`config.mk`:
```
export PLATFORM = sky130hd
export DESIGN_NAME = reg_port_arbiter
export DESIGN_NICKNAME = d
export VERILOG_FILES = /design/src/rtl/reg_port_arbiter.sv
export SDC_FILE = /design/constraint.sdc
export NUM_CORES = 1
export LEC_CHECK = 0
export ABC_AREA = 1
export BUFFER_PORTS_ARGS = -buffer_cell sky130_fd_sc_hd__buf_2
export CORE_AREA = 2 2 72 74
export CTS_CLUSTER_DIAMETER = 40
export CTS_CLUSTER_SIZE = 8
export DETAILED_ROUTE_END_ITERATION = 6
export DIE_AREA = 0 0 74 76
export PLACE_DENSITY = 0.76
export SLEW_MARGIN = 30
export SYNTH_ARGS = -nofsm -noshare
export SYNTH_HDL_FRONTEND = slang
export SYNTH_SLANG_ARGS = --single-unit
```
`constraint.sdc`:
```
create_clock -name clk -period 2.3 [get_ports clk]
set_clock_uncertainty 0.2 [all_clocks]
set_input_delay 0.345 -clock clk [delete_from_list [all_inputs] [get_ports clk]]
set_output_delay 0.345 -clock clk [all_outputs]
set_load 0.005 [all_outputs]
```
`src/rtl/reg_port_arbiter.sv`:
```
// Arbitrates the single reg_file port between the CPU control unit and a debug host.
// The CPU has priority; a starvation counter forces a pending debug access through.
module reg_port_arbiter #(
    parameter int NUM_REGS   = 12,
    parameter int WORD_WIDTH = 8,
    parameter int MAX_WAIT   = 4
) (
    input  logic        clk,
    input  logic        rst,
    input  logic        cpu_req,
    input  logic [4:0]  cpu_rd_sel,
    input  logic [4:0]  cpu_wr_sel,
    input  logic [1:0]  cpu_ext,
    input  logic        cpu_we,
    input  logic [15:0] cpu_wdata,
    output logic        cpu_gnt,
    output logic [15:0] cpu_rdata,
    input  logic        dbg_req,
    input  logic [4:0]  dbg_sel,
    input  logic        dbg_we,
    input  logic [15:0] dbg_wdata,
    input  logic        dbg_dump,
    output logic        dbg_gnt,
    output logic        dbg_rvalid,
    output logic [15:0] dbg_rdata,
    input  logic        dbg_rready,
    output logic        dbg_busy,
    output logic [4:0]  rf_rd_sel,
    output logic [4:0]  rf_wr_sel,
    output logic [1:0]  rf_ext,
    output logic        rf_we,
    output logic [15:0] rf_wdata,
    input  logic [15:0] rf_rdata
);

    // state     | meaning
    // IDLE      | no debug transaction in flight; single access or dump may start
    // RESP      | single read data held on dbg_rdata until the host accepts it
    // DUMP_RD   | waiting to win the port to read dump byte idx
    // DUMP_WAIT | dump byte idx held on dbg_rdata until the host accepts it
    typedef enum logic [1:0] {IDLE, RESP, DUMP_RD, DUMP_WAIT} state_t;

    localparam int IDX_W  = $clog2(NUM_REGS);
    localparam int WAIT_W = $clog2(MAX_WAIT + 1);

    state_t              state;
    logic [WAIT_W-1:0]   wait_cnt;
    logic [IDX_W-1:0]    idx;
    logic                dbg_pend;
    logic                wait_full;
    logic                dbg_win;
    logic                dump_start;
    logic                last_idx;
    logic [4:0]          dbg_port_sel;

    assign dbg_pend   = ((state == IDLE) && (dbg_req || dbg_dump)) || (state == DUMP_RD);
    assign wait_full  = (wait_cnt == WAIT_W'(MAX_WAIT));
    assign cpu_gnt    = ~rst & cpu_req & ~(dbg_pend & wait_full);
    assign dbg_win    = ~rst & dbg_pend & ~cpu_gnt;
    assign dump_start = dbg_win & (state == IDLE) & dbg_dump;
    // A dump request shadows a simultaneous single access, which keeps waiting.
    assign dbg_gnt    = dbg_win & (state == IDLE) & ~dbg_dump;
    assign last_idx   = (idx == IDX_W'(NUM_REGS - 1));
    assign dbg_port_sel = (state == DUMP_RD) ? 5'(idx) : dbg_sel;
    assign cpu_rdata  = rf_rdata;

    // reg_file applies ext even without we, so ext is forced to zero unless the CPU owns the port.
    always_comb begin
        rf_rd_sel = '0;
        rf_wr_sel = '0;
        rf_ext    = '0;
        rf_we     = 1'b0;
        rf_wdata  = '0;
        if (cpu_gnt) begin
            rf_rd_sel = cpu_rd_sel;
            rf_wr_sel = cpu_wr_sel;
            rf_ext    = cpu_ext;
            rf_we     = cpu_we;
            rf_wdata  = cpu_wdata;
        end else if (dbg_win) begin
            rf_rd_sel = dbg_port_sel;
            rf_wr_sel = dbg_port_sel;
            rf_we     = dbg_gnt & dbg_we;
            rf_wdata  = dbg_wdata;
        end
    end

    always_ff @(posedge clk) begin
        if (rst) begin
            state      <= IDLE;
            wait_cnt   <= '0;
            idx        <= '0;
            dbg_rvalid <= 1'b0;
            dbg_rdata  <= '0;
            dbg_busy   <= 1'b0;
        end else begin
            if (dbg_win) begin
                wait_cnt <= '0;
            end else if (cpu_gnt && dbg_pend && !wait_full) begin
                wait_cnt <= wait_cnt + 1'b1;
            end

            case (state)
                IDLE: begin
                    if (dump_start) begin
                        idx      <= '0;
                        dbg_busy <= 1'b1;
                        state    <= DUMP_RD;
                    end else if (dbg_gnt && !dbg_we) begin
                        dbg_rdata  <= rf_rdata;
                        dbg_rvalid <= 1'b1;
                        dbg_busy   <= 1'b1;
                        state      <= RESP;
                    end
                end
                RESP: begin
                    if (dbg_rready) begin
                        dbg_rvalid <= 1'b0;
                        dbg_busy   <= 1'b0;
                        state      <= IDLE;
                    end
                end
                DUMP_RD: begin
                    if (dbg_win) begin
                        dbg_rdata  <= {{(16 - WORD_WIDTH){1'b0}}, rf_rdata[WORD_WIDTH-1:0]};
                        dbg_rvalid <= 1'b1;
                        state      <= DUMP_WAIT;
                    end
                end
                DUMP_WAIT: begin
                    if (dbg_rready) begin
                        dbg_rvalid <= 1'b0;
                        if (last_idx) begin
                            idx      <= '0;
                            dbg_busy <= 1'b0;
                            state    <= IDLE;
                        end else begin
                            idx   <= idx + 1'b1;
                            state <= DUMP_RD;
                        end
                    end
                end
                default: state <= IDLE;
            endcase
        end
    end

endmodule

```
==> impl_metrics.sql <==
INSERT INTO impl_metrics (metric_group, metric, value, unit) VALUES
('outcome', 'outcome', 'finished, final reports clean', ''),
('global_route', 'grt_first_pass_wirelength', '8.38', 'mm'),
('setup_path', 'crit_fanout', '14', ''),
('clock_tree', 'clockRootBuffer', 'sky130_fd_sc_hd__clkbuf_8', ''),
('cells_and_area', 'final_design_area_no_fill', '2570', 'um^2'),
('setup_path', 'critical_path.reg2reg.endpoint', 'dbg_rdata[0]', ''),
('route', 'wl_per_cell', '12.2', 'um'),
('pwr', 'power.density_cell_area', '585', 'nW/um^2'),
('cells_and_area', 'multi_input_area', '1050', 'um^2'),
('flow_run', 'timing.max_cap.violations', '0', ''),
('setup_path', 'timing.critical_path.from', 'state[1]', ''),
('setup_path', 'r2r_slack', '190', 'ps'),
('setup_path', 'critical-path-slowest-cell', 'sky130_fd_sc_hd__dfxtp_4', ''),
('global_route', 'grt_pass1_vias', '1916', ''),
('die', 'floorplan.die_area', '5620', 'um^2'),
('route', 'drt_first_pass_iters', '4', ''),
('route', 'vias_per_cell', '4.72', ''),
('sta', 'slew-limit-headroom', '0.827', ''),
('logic_synthesis', 'synthesis.instances', '264', ''),
('clock_tree', 'ctsHtreeMaxLevel', '1', ''),
('logic_synthesis', 'yosys_register_bits', '27', ''),
('sta', 'fin_setup_tns', '0', 'ps'),
('sta', 'tightest_slew', '259', 'ps'),
('global_route', 'globalRoute.totalOverflow', '0', ''),
('global_route', 'grt_max_degree', '23', ''),
('sta', 'worst_slack', '36.2', 'ps'),
('die', 'start_util', '0.372', ''),
('place', 'port_buffers', '137', ''),
('setup_path', 'timing.critical_path.arrival', '1720', 'ps'),
('pwr', 'vdd.ir_drop.worst', '0.291', 'mV'),
('logic_synthesis', 'syn_avg_cell_area', '6.91', 'um^2'),
('die', 'die_w', '74', 'um'),
('die', 'cell_rows', '26', ''),
('setup_path', 'critical_path_s_largest_stage_delay', '380', 'ps'),
('setup_path', 'r2r_startpoint', 'wait_cnt[1]', ''),
('cells_and_area', 'design.final.nets', '463', ''),
('place', 'dp_hpwl', '4.14', 'mm'),
('clock_tree', 'clock_sink_count', '27', ''),
('clock_tree', 'tritoncts.num_buffers', '3', ''),
('route', 'detailedRoute.firstIterationViolations', '96', ''),
('route', 'routed-via-count', '2153', ''),
('cells_and_area', 'antenna_cells', '0', ''),
('min_path', 'hold_path.class', 'in -> reg', ''),
('clock_tree', 'clk_pin_slew_worst_paths', '90', 'ps'),
('clock_tree', 'insertion_delay', '270', 'ps'),
('logic_synthesis', 'netlist_area', '1830', 'um^2'),
('sta', 'final.min_clock_period', '2260', 'ps'),
('route', 'drt_drc_violations_left', '0', ''),
('logic_synthesis', 'yosysSeqAreaShare', '0.296', ''),
('sta', 'slew_violations', '0', ''),
('global_route', 'globalRouteTotalUtil', '0.185', ''),
('route', 'antenna_left', '0', ''),
('sta', 'timing_hold_violations_final', '0', ''),
('cells_and_area', 'syn2layout_area_growth', '41.0', '%'),
('place', 'worst_setup_slack_after_placement', '49.6', 'ps'),
('route', 'routed_wirelength', '5.54', 'mm'),
('sta', 'fmax', '442', 'MHz'),
('die', 'placeableCoreArea', '4910', 'um^2'),
('setup_path', 'worst_r2r_path_depth', '11', ''),
('sta', 'finalHoldWorstSlack', '143', 'ps'),
('pwr', 'finalPower', '1.51', 'mW'),
('logic_synthesis', 'synth_cell_type_count', '27', ''),
('die', 'overall_die_height', '76', 'um'),
('sta', 'final.period_utilization', '0.984', ''),
('place', 'gpl.final_weighted_congestion', '0.867', ''),
('die', 'ios', '138', ''),
('setup_path', 'worst-setup-path-type', 'reg -> out', ''),
('sta', 'rsz0062_at_grt', 'yes', ''),
('place', 'dpl_cell_area', '2440', 'um^2'),
('logic_synthesis', 'count_of_warnings_emitted_by_yosys', '0', ''),
('sta', 'final-setup-viol-count', '0', '');
[report_power, final]
group	internal (mW)	total, mW	switching, mW	leakage (nW)
sequential	0.527	0.564	0.0376	0.221
clock	0.121	0.268	0.147	0.0255
combinational	0.288	0.674	0.386	1.15
total	0.936	1.51	0.571	1.40
[sequential cells by signal, summed over array words and instances (netlist names)]
signal,flops
dbg_rdata,16
idx,4
wait_cnt,3
state,2
dbg_busy,1
dbg_rvalid,1
[layout make-up]
class	count	area share
Timing Repair Buffer	142	0.282
Tap cell	70	0.0340
Multi-Input combinational cell	186	0.408
Timing Repair inverter	1	0.00340
Clock inverter	1	0.00194
Clock buffer	3	0.0160
Inverter	26	0.0418
Sequential cell	27	0.212
[repair_timing]
action / in CTS / in global routing
resized for setup: 6 / 13
setup endpoints to repair: 27 / 46
pin swaps: 1 / 7
cloned: 3 / 0
buffers inserted: 1 / 1
endpoints found under the hold margin: 0 / 0
[kinds of logic (layout without fill, tap and decap cells)]
kind of cell	after synthesis	after routing	share of synthesized area
AND/OR/NAND/NOR	128	130	0.334
buffers and inverters	53	173	0.154
AO/OA/AOI/OAI	53	53	0.195
adder cells (fa/ha/maj)	3	3	0.0206
flip-flops	27	27	0.296
[through the flow]
step / cells / util
4_1_cts: 455 / 0.516
2_1_floorplan: 264 / -
6_report: 456 / 0.524
3_5_place_dp: 447 / 0.496
3_3_place_gp: 447 / 0.496
5_1_grt: 456 / 0.524
[worst max-delay path, delay by kind of cell, from the launching register on]
kind | cells | cell delay [ps]
compound gates | 1 | 160
simple gates | 5 | 580
flops | 1 | 380
buf+inv | 3 | 310
[synth_stat cells, drive strengths merged]
| master | instances | area (um^2) |
|---|---|---|
| a21boi | 1 | 7.51 |
| a21oi | 26 | 138 |
| a22o | 17 | 149 |
| a31oi | 1 | 21.3 |
| buf | 24 | 173 |
| clkbuf | 3 | 11.3 |
| dfxtp | 27 | 541 |
| ha | 3 | 37.5 |
| inv | 26 | 97.6 |
| nand2 | 78 | 320 |
| nand3 | 19 | 100 |
| nand3b | 8 | 60.1 |
| nand4 | 2 | 27.5 |
| nor2 | 19 | 92.6 |
| nor3 | 2 | 10.0 |
| o21ai | 8 | 40.0 |
[metal layers]
layer,track usage,wire length [um],part of all wire,up-vias
li1,-,-,-,1103
met1,0.196,2230,0.40,942
met2,0.353,2740,0.49,99
met3,0.0357,482,0.087,9
met4,0.0600,86,0.016,0
met5,0,0,0,-
[how the worst min path moves through the flow]
| stage | from | end | slack [ps] | cells past startpoint |
|---|---|---|---|---|
| 2_1_floorplan | wait_cnt[2] | wait_cnt[2] | 240 | 1 |
| 3_3_place_gp | dbg_rdata[2] | dbg_rdata[2] | 250 | 2 |
| 3_5_place_dp | dbg_rdata[10] | dbg_rdata[10] | 250 | 2 |
| 4_1_cts | rf_rdata[1] | dbg_rdata[1] | 130 | 3 |
| 5_1_grt | rf_rdata[1] | dbg_rdata[1] | 130 | 3 |
| 6_report | rf_rdata[2] | dbg_rdata[2] | 140 | 3 |
[layout by cell type (no fill, tap or decap), types with 2 or more instances in the layout]
cell type | Yosys | layout
sky130_fd_sc_hd__a22o_1 | 17 | 17
sky130_fd_sc_hd__a21oi_2 | 2 | 2
sky130_fd_sc_hd__buf_2 | 3 | 137
sky130_fd_sc_hd__nor2_2 | 2 | 2
sky130_fd_sc_hd__nand2_2 | 2 | 3
sky130_fd_sc_hd__nor2_4 | 0 | 2
sky130_fd_sc_hd__nand3_1 | 18 | 18
sky130_fd_sc_hd__inv_1 | 22 | 21
sky130_fd_sc_hd__nor2_1 | 16 | 16
sky130_fd_sc_hd__dfxtp_1 | 27 | 25
sky130_fd_sc_hd__nand2_1 | 73 | 70
sky130_fd_sc_hd__ha_1 | 3 | 2
sky130_fd_sc_hd__nand2_4 | 3 | 5
sky130_fd_sc_hd__o21ai_0 | 8 | 8
sky130_fd_sc_hd__nand3b_1 | 8 | 8
sky130_fd_sc_hd__a21oi_1 | 24 | 24
sky130_fd_sc_hd__inv_2 | 4 | 3
sky130_fd_sc_hd__buf_4 | 17 | 4
sky130_fd_sc_hd__clkbuf_8 | 0 | 3
Note: power is estimated with default switching activity, not from simulation.
